`config.mk`:
```
export PLATFORM = sky130hd
export DESIGN_NAME = argmax_stream
export DESIGN_NICKNAME = d
export VERILOG_FILES = /design/src/rtl/argmax_pkg.sv /design/src/rtl/lane_argmax.sv /design/src/rtl/argmax_stream.sv
export SDC_FILE = /design/constraint.sdc
export NUM_CORES = 1
export LEC_CHECK = 0
export ABC_AREA = 1
export CAP_MARGIN = 25
export CELL_PAD_IN_SITES_DETAIL_PLACEMENT = 1
export CELL_PAD_IN_SITES_GLOBAL_PLACEMENT = 1
export CORE_MARGIN = 1.5
export CORE_UTILIZATION = 35
export CTS_BUF_LIST = sky130_fd_sc_hd__clkbuf_2
export DETAILED_ROUTE_END_ITERATION = 10
export PLACE_DENSITY_LB_ADDON = 0.1
export SYNTH_ARGS = -nofsm -noshare
export SYNTH_HDL_FRONTEND = slang
export SYNTH_SLANG_ARGS = --single-unit
```
`constraint.sdc`:
```
create_clock -name clk -period 3.9 [get_ports clk]
set_input_delay 0.585 -clock clk [delete_from_list [all_inputs] [get_ports clk]]
set_output_delay 0.585 -clock clk [all_outputs]
set_load 0.02 [all_outputs]
```
`src/rtl/argmax_pkg.sv`:
```
// Shared constants and types for the streaming argmax block.
// Provides the default score width, class count, lane count and index width,
// plus the two-state frame FSM encoding used by argmax_stream.
package argmax_pkg;

   localparam int unsigned DefBitWidth   = 8;
   localparam int unsigned DefNumClasses = 10;
   localparam int unsigned DefLanes      = 2;
   localparam int unsigned DefIndexWidth = 4;

   // StAccum: collecting beats of a frame. StHold: result presented, input stalled.
   typedef enum logic [0:0] {
      StAccum,
      StHold
   } argmax_state_e;

endpackage

```
`src/rtl/lane_argmax.sv`:
```
// Combinational signed maximum across the LANES scores of one input beat.
// Built as a binary tree of two-input compares; the lower-lane input wins ties.
// Ports:
//   data_i      packed scores, lane k at bits [BIT_WIDTH*(k+1)-1 : BIT_WIDTH*k]
//   max_val_o   largest score (signed)
//   max_lane_o  lane holding that score (lowest lane on a tie)
module lane_argmax #(
   parameter int unsigned BIT_WIDTH = 8,
   parameter int unsigned LANES     = 2,
   parameter int unsigned LANE_W    = 1
) (
   input  logic [BIT_WIDTH*LANES-1:0] data_i,
   output logic [BIT_WIDTH-1:0]       max_val_o,
   output logic [LANE_W-1:0]          max_lane_o
);

   // Pad the leaf level to a power of two; padding leaves are marked invalid.
   localparam int unsigned NumLeaves = (LANES > 1) ? (1 << $clog2(LANES)) : 1;
   localparam int unsigned NumNodes  = 2 * NumLeaves - 1;

   logic [BIT_WIDTH-1:0] node_val  [NumNodes];
   logic [LANE_W-1:0]    node_lane [NumNodes];
   logic                 node_vld  [NumNodes];

   always_comb begin
      for (int n = 0; n < int'(NumNodes); n++) begin
         node_val[n]  = '0;
         node_lane[n] = '0;
         node_vld[n]  = 1'b0;
      end
      for (int k = 0; k < int'(LANES); k++) begin
         node_val[int'(NumLeaves) - 1 + k]  = data_i[BIT_WIDTH*k +: BIT_WIDTH];
         node_lane[int'(NumLeaves) - 1 + k] = LANE_W'(k);
         node_vld[int'(NumLeaves) - 1 + k]  = 1'b1;
      end
      // Children of node n are 2n+1 (lower lanes) and 2n+2 (higher lanes);
      // the higher side wins only when strictly greater.
      for (int n = int'(NumLeaves) - 2; n >= 0; n--) begin
         if (node_vld[2*n+2] &&
             (!node_vld[2*n+1] ||
              ($signed(node_val[2*n+2]) > $signed(node_val[2*n+1])))) begin
            node_val[n]  = node_val[2*n+2];
            node_lane[n] = node_lane[2*n+2];
         end else begin
            node_val[n]  = node_val[2*n+1];
            node_lane[n] = node_lane[2*n+1];
         end
         node_vld[n] = node_vld[2*n+1] | node_vld[2*n+2];
      end
   end

   assign max_val_o  = node_val[0];
   assign max_lane_o = node_lane[0];

endmodule

```
`src/rtl/argmax_stream.sv`:
```
// Streaming argmax over one frame of NUM_CLASSES signed scores, LANES per beat.
// The running maximum and its class index are tracked across the frame; the
// result is then held on the output handshake while input is stalled.
// Ports:
//   clk, rst_n           clock, synchronous active-low reset
//   in_valid/in_ready    input beat handshake, in_data packed LANES scores
//   out_valid/out_ready  result handshake, out_idx winning class, out_val its score
//   in_last/err_last     only with ARGMAX_LAST_CHECK_EN: frame delimiter from the
//                        producer, and a flag that it disagreed with the count
module argmax_stream
   import argmax_pkg::*;
#(
   parameter int unsigned BIT_WIDTH   = DefBitWidth,
   parameter int unsigned NUM_CLASSES = DefNumClasses,
   parameter int unsigned LANES       = DefLanes,
   parameter int unsigned INDEX_WIDTH = DefIndexWidth
) (
   input  logic                       clk,
   input  logic                       rst_n,
   input  logic                       in_valid,
   output logic                       in_ready,
   input  logic [BIT_WIDTH*LANES-1:0] in_data,
   output logic                       out_valid,
   input  logic                       out_ready,
   output logic [INDEX_WIDTH-1:0]     out_idx,
   output logic [BIT_WIDTH-1:0]       out_val
`ifdef ARGMAX_LAST_CHECK_EN
   ,
   input  logic                       in_last,
   output logic                       err_last
`endif
);

   localparam int unsigned LaneW    = (LANES > 1) ? $clog2(LANES) : 1;
   localparam int unsigned NumBeats = NUM_CLASSES / LANES;
   localparam int unsigned BeatW    = (NumBeats > 1) ? $clog2(NumBeats) : 1;

   argmax_state_e          state_q, state_d;
   logic [BeatW-1:0]       beat_q, beat_d;
   logic [BIT_WIDTH-1:0]   max_q, max_d;
   logic [INDEX_WIDTH-1:0] idx_q, idx_d;

   logic [BIT_WIDTH-1:0]   best_val;
   logic [LaneW-1:0]       best_lane;
   logic [INDEX_WIDTH-1:0] cand_idx;
   logic                   in_fire;
   logic                   final_beat;
   logic                   frame_end;

   lane_argmax #(
      .BIT_WIDTH (BIT_WIDTH),
      .LANES     (LANES),
      .LANE_W    (LaneW)
   ) u_lane_argmax (
      .data_i     (in_data),
      .max_val_o  (best_val),
      .max_lane_o (best_lane)
   );

   assign in_ready   = (state_q == StAccum);
   assign out_valid  = (state_q == StHold);
   assign out_idx    = idx_q;
   assign out_val    = max_q;
   assign in_fire    = in_valid && in_ready;
   assign final_beat = (beat_q == BeatW'(NumBeats - 1));
   assign cand_idx   = INDEX_WIDTH'(beat_q) * INDEX_WIDTH'(LANES) + INDEX_WIDTH'(best_lane);

`ifdef ARGMAX_LAST_CHECK_EN
   logic err_q, err_d;
   logic frame_err;

   // Either marker ends the frame; they must agree or the result is flagged.
   assign frame_end = final_beat || in_last;
   assign frame_err = final_beat != in_last;
   assign err_last  = err_q;

   always_comb begin
      err_d = err_q;
      if (in_fire && frame_end) begin
         err_d = frame_err;
      end else if (out_valid && out_ready) begin
         err_d = 1'b0;
      end
   end

   always_ff @(posedge clk) begin
      if (!rst_n) begin
         err_q <= 1'b0;
      end else begin
         err_q <= err_d;
      end
   end
`else
   assign frame_end = final_beat;
`endif

   always_comb begin
      state_d = state_q;
      beat_d  = beat_q;
      max_d   = max_q;
      idx_d   = idx_q;
      unique case (state_q)
         StAccum: begin
            if (in_fire) begin
               // First beat always loads; later beats need a strictly larger score.
               if ((beat_q == '0) || ($signed(best_val) > $signed(max_q))) begin
                  max_d = best_val;
                  idx_d = cand_idx;
               end
               if (frame_end) begin
                  beat_d  = '0;
                  state_d = StHold;
               end else begin
                  beat_d = beat_q + 1'b1;
               end
            end
         end
         StHold: begin
            if (out_ready) begin
               state_d = StAccum;
            end
         end
         default: state_d = StAccum;
      endcase
   end

   always_ff @(posedge clk) begin
      if (!rst_n) begin
         state_q <= StAccum;
         beat_q  <= '0;
         max_q   <= '0;
         idx_q   <= '0;
      end else begin
         state_q <= state_d;
         beat_q  <= beat_d;
         max_q   <= max_d;
         idx_q   <= idx_d;
      end
   end

endmodule
```
==> metrics.md <==
| Metric | Value |
|---|---|
| Outcome | `finished, final reports clean` |
| Worst vdd ir | `0.000160 V` |
| CP max stage cell | `clkdlybuf4s50_1` |
| HP Class | `flip-flop to flip-flop` |
| CP required | `4.10 ns` |
| Worst skew pair latency | `0.28 ns` |
| Crit path max-delay family | `simple AND/OR/NAND/NOR gates` |
| Comb pwr share | `54.9%` |
| CTS Buf Count | `3` |
| Worst R2R End | `out_val[6]` |
| Worst Max-Slew Pin Slew | `0.562 ns` |
| Final GP Congestion | `0.750` |
| Post-CTS Setup Bufs | `0` |
| Post-synth cell types | `25` |
| Grt total ovfl | `0` |
| CP Max Fanout | `16` |
| Synth Cell Area | `1310 µm²` |
| Final setup viols | `0` |
| Drt drc | `0` |
| Worst path bufs/invs | `3` |
| Hold_buf cts | `0` |
| TritonRoute pass-1 iters | `4` |
| Crit path from | `in_data[7]` |
| Unrepaired setup endpoints after global routing | `no` |
| Startpoint Class | `input pin` |
| Root Driver | `clkbuf_2` |
| Clk slew on worst S/H paths | `0.15 ns` |
| Die ar. | `4120 µm²` |
| Clk pwr share | `12.0%` |
| Vias | `1361` |
| Syn. warnings | `0` |
| Hold Path Stages | `2` |
| Min-delay src | `beat_q[0]` |
| Largest net degree at the start of global routing | `17` |
| Initial antenna violation count | `0` |
| CTS sink count | `16` |
| Post-route ant nets | `0` |
| Max Freq | `279 MHz` |
| Min Hold Slack | `0.509 ns` |
| Avg Synthesized Cell Area | `6.49 µm²` |
| Leak | `0.885 nW` |
| Post_cts resized | `0` |
| Area leader, netlist | `dfxtp_1` |
| Launch point of the worst reg-to-reg path | `out_val[7]` |
| Post-DP HPWL | `2.94 mm` |
| Worst hold endpoint | `beat_q[0]` |
| Final hold vios | `0` |
| Worst Skew | `0.00283 ns` |
| Total Nets Final | `275` |
| Core Region | `3630 µm²` |
| Sw Pwr | `0.000257 W` |
| Flop pwr share | `33.1%` |
| WS Path Type | `input pin to flip-flop` |
| Cell Int Power | `0.000342 W` |
| Top cell type's share of synthesized area | `24.5%` |
| Area added between synthesis and finish | `29.2%` |
| Share of cells above drive strength 1 | `7.66%` |
| Maximum root-to-sink buffer count | `2` |
| Number of port buffers | `33` |
| Register area share after synthesis | `24.5%` |
| Critical Path Max Stage Delay | `0.50 ns` |
| # fillers | `504` |
| Max Cap Violations | `0` |
| Vias per cell | `4.81` |
| H-tree Lvls | `1` |
| Chip height | `64.2 µm` |
| #FFs+latches synth | `16` |
| Initial DRC Count | `26` |
| Slew HR | `62.4%` |
| Ant. Diodes | `0` |
| Post-DR wirelength/cell | `12.3 µm` |
| Final Max Slew Viols | `0` |
| Cells taking the most area after synthesis | `dfxtp_1 (24%), nand2_1 (18%), ha_1 (17%)` |
| Vias in the first global route | `1389` |
| Cells after Synth | `202` |
| Worst EP arrival | `3.78 ns` |
| Worst-path cell chain | `clkdlybuf4s50_1 -> inv_1 -> ha_1 -> a21o_1 -> nor2_2 -> nand2_1 -> nand2_2 -> nand3_4 -> nand2_1 -> nand2_1 -> ha_1 -> inv_1 -> or2_0 -> nor2_1 -> a21oi_2 -> nand2_2 -> nand2_4 -> nand2_4 -> nand2_1 -> nand2_1 -> nor2_1` |
| Switch share | `42.8%` |
| CP dominant cell by count | `nand2_1` |
| Number of I/O pins | `34` |
| First-pass GRT wire length | `6.02 mm` |
| Total GRT Usage | `18.3%` |
| Post-Synthesis Net Count | `240` |
| Final WL | `3.49 mm` |
| Period utilisation layout | `91.8%` |
| Setup TNS | `0 ns` |
| CTS tree | `built` |
| Flop2flop setup slack | `2.05 ns` |
| Row cnt | `22` |
| FF-to-FF path depth | `12` |
| PwrDens | `354 nW/µm²` |
| CP Capture Type | `flip-flop` |
| Initial core utilization | `36.1%` |
| Final min period | `3.58 ns` |
| Die width | `64.2 µm` |
per-layer routing:
metal	part of all wire (%)	global-route usage (%)	wire, µm	vias to the layer above
met3	2.8	3.70	96	4
li1	-	-	-	699
met2	49	33.3	1710	25
met1	47	22.2	1640	633
met5	0	0	0	-
met4	1.0	3.46	36	0
final cells by class:
| cell class | count | area [µm²] | share of cell area, % |
|---|---|---|---|
| Multi-Input combinational cell | 148 | 836 | 49.4 |
| Timing Repair Buffer | 33 | 330 | 19.5 |
| Sequential cell | 16 | 320 | 18.9 |
| Inverter | 35 | 131 | 7.76 |
| Tap cell | 48 | 60.1 | 3.55 |
| Clock buffer | 3 | 15.0 | 0.887 |
sequential cells by signal, indices dropped and copies added (netlist names):
register	flops
out_val	8
out_idx	4
beat_q	3
out_valid	1
cells in the final DEF (no fill, tap or decap), drive strengths merged, types with 3 or more instances in the layout:
master / count
a21oi: 10
ha: 18
nand3: 9
clkdlybuf4s50: 33
nand4: 9
inv: 35
nor2: 26
dfxtp: 16
nand2: 69
clkbuf: 3
worst register-to-register path, cell delays in order (launching register included):
cell and delay (ns):
dfxtp_1 0.36, inv_1 0.06, ha_1 0.30, inv_1 0.05, or2_0 0.19, nor2_1 0.15
a21oi_2 0.08, nand2_2 0.08, nand2_4 0.09, nand2_4 0.18, nand2_1 0.09, nand2_1 0.07
nor2_1 0.06
stage by stage:
step                      utilization [%]  cells  instance area (µm²)  setup WS [ns]  total power (W)
final                                46.6    283                 1690          0.321         0.000599
after CTS                            46.6    283                 1690          0.353         0.000609
after detailed placement             46.2    280                 1680         0.0185         0.000533
after floorplan                         -    202                 1310          0.879         0.000425
after global routing                 46.6    283                 1690         0.0271         0.000661
after global placement               46.2    280                 1680          0.167         0.000515
power groups by stage:
stage	clock network, W	registers [W]	logic [W]
floorplan	0	0.000226	0.000199
CTS	0.0000777	0.000199	0.000333
detailed placement	0	0.000203	0.000330
global route	0.0000823	0.000201	0.000377
finish	0.0000718	0.000199	0.000329
global placement	0	0.000201	0.000313
cells in the mapped netlist (all sizes together):
library cell and count:
or2 2, dfxtp 16, nand2 69, inv 35, o21ai 2, nor3 1, a21oi 10, a21boi 1
nand3 9, nand4 9, a21o 1, buf 3, ha 18, nor2 26
cells by family (layout without fill, tap and decap cells):
| family | count (synthesis) | in the layout | share of synthesized area (%) |
|---|---|---|---|
| simple gates | 116 | 116 | 40.6 |
| buf+inv | 38 | 71 | 11.7 |
| fa+ha+maj | 18 | 18 | 17.2 |
| flops | 16 | 16 | 24.5 |
| compound gates | 14 | 14 | 6.02 |
how the worst max path moves through the flow:
stage,end,slack [ns],cells past startpoint
after detailed placement,out_val[6],0.02,21
after floorplan,out_val[0],0.88,21
after global routing,out_val[6],0.03,24
final,out_val[6],0.32,21
after CTS,out_val[6],0.35,21
after global placement,out_val[3],0.17,21
No activity file was read; power rests on OpenSTA's default activity.
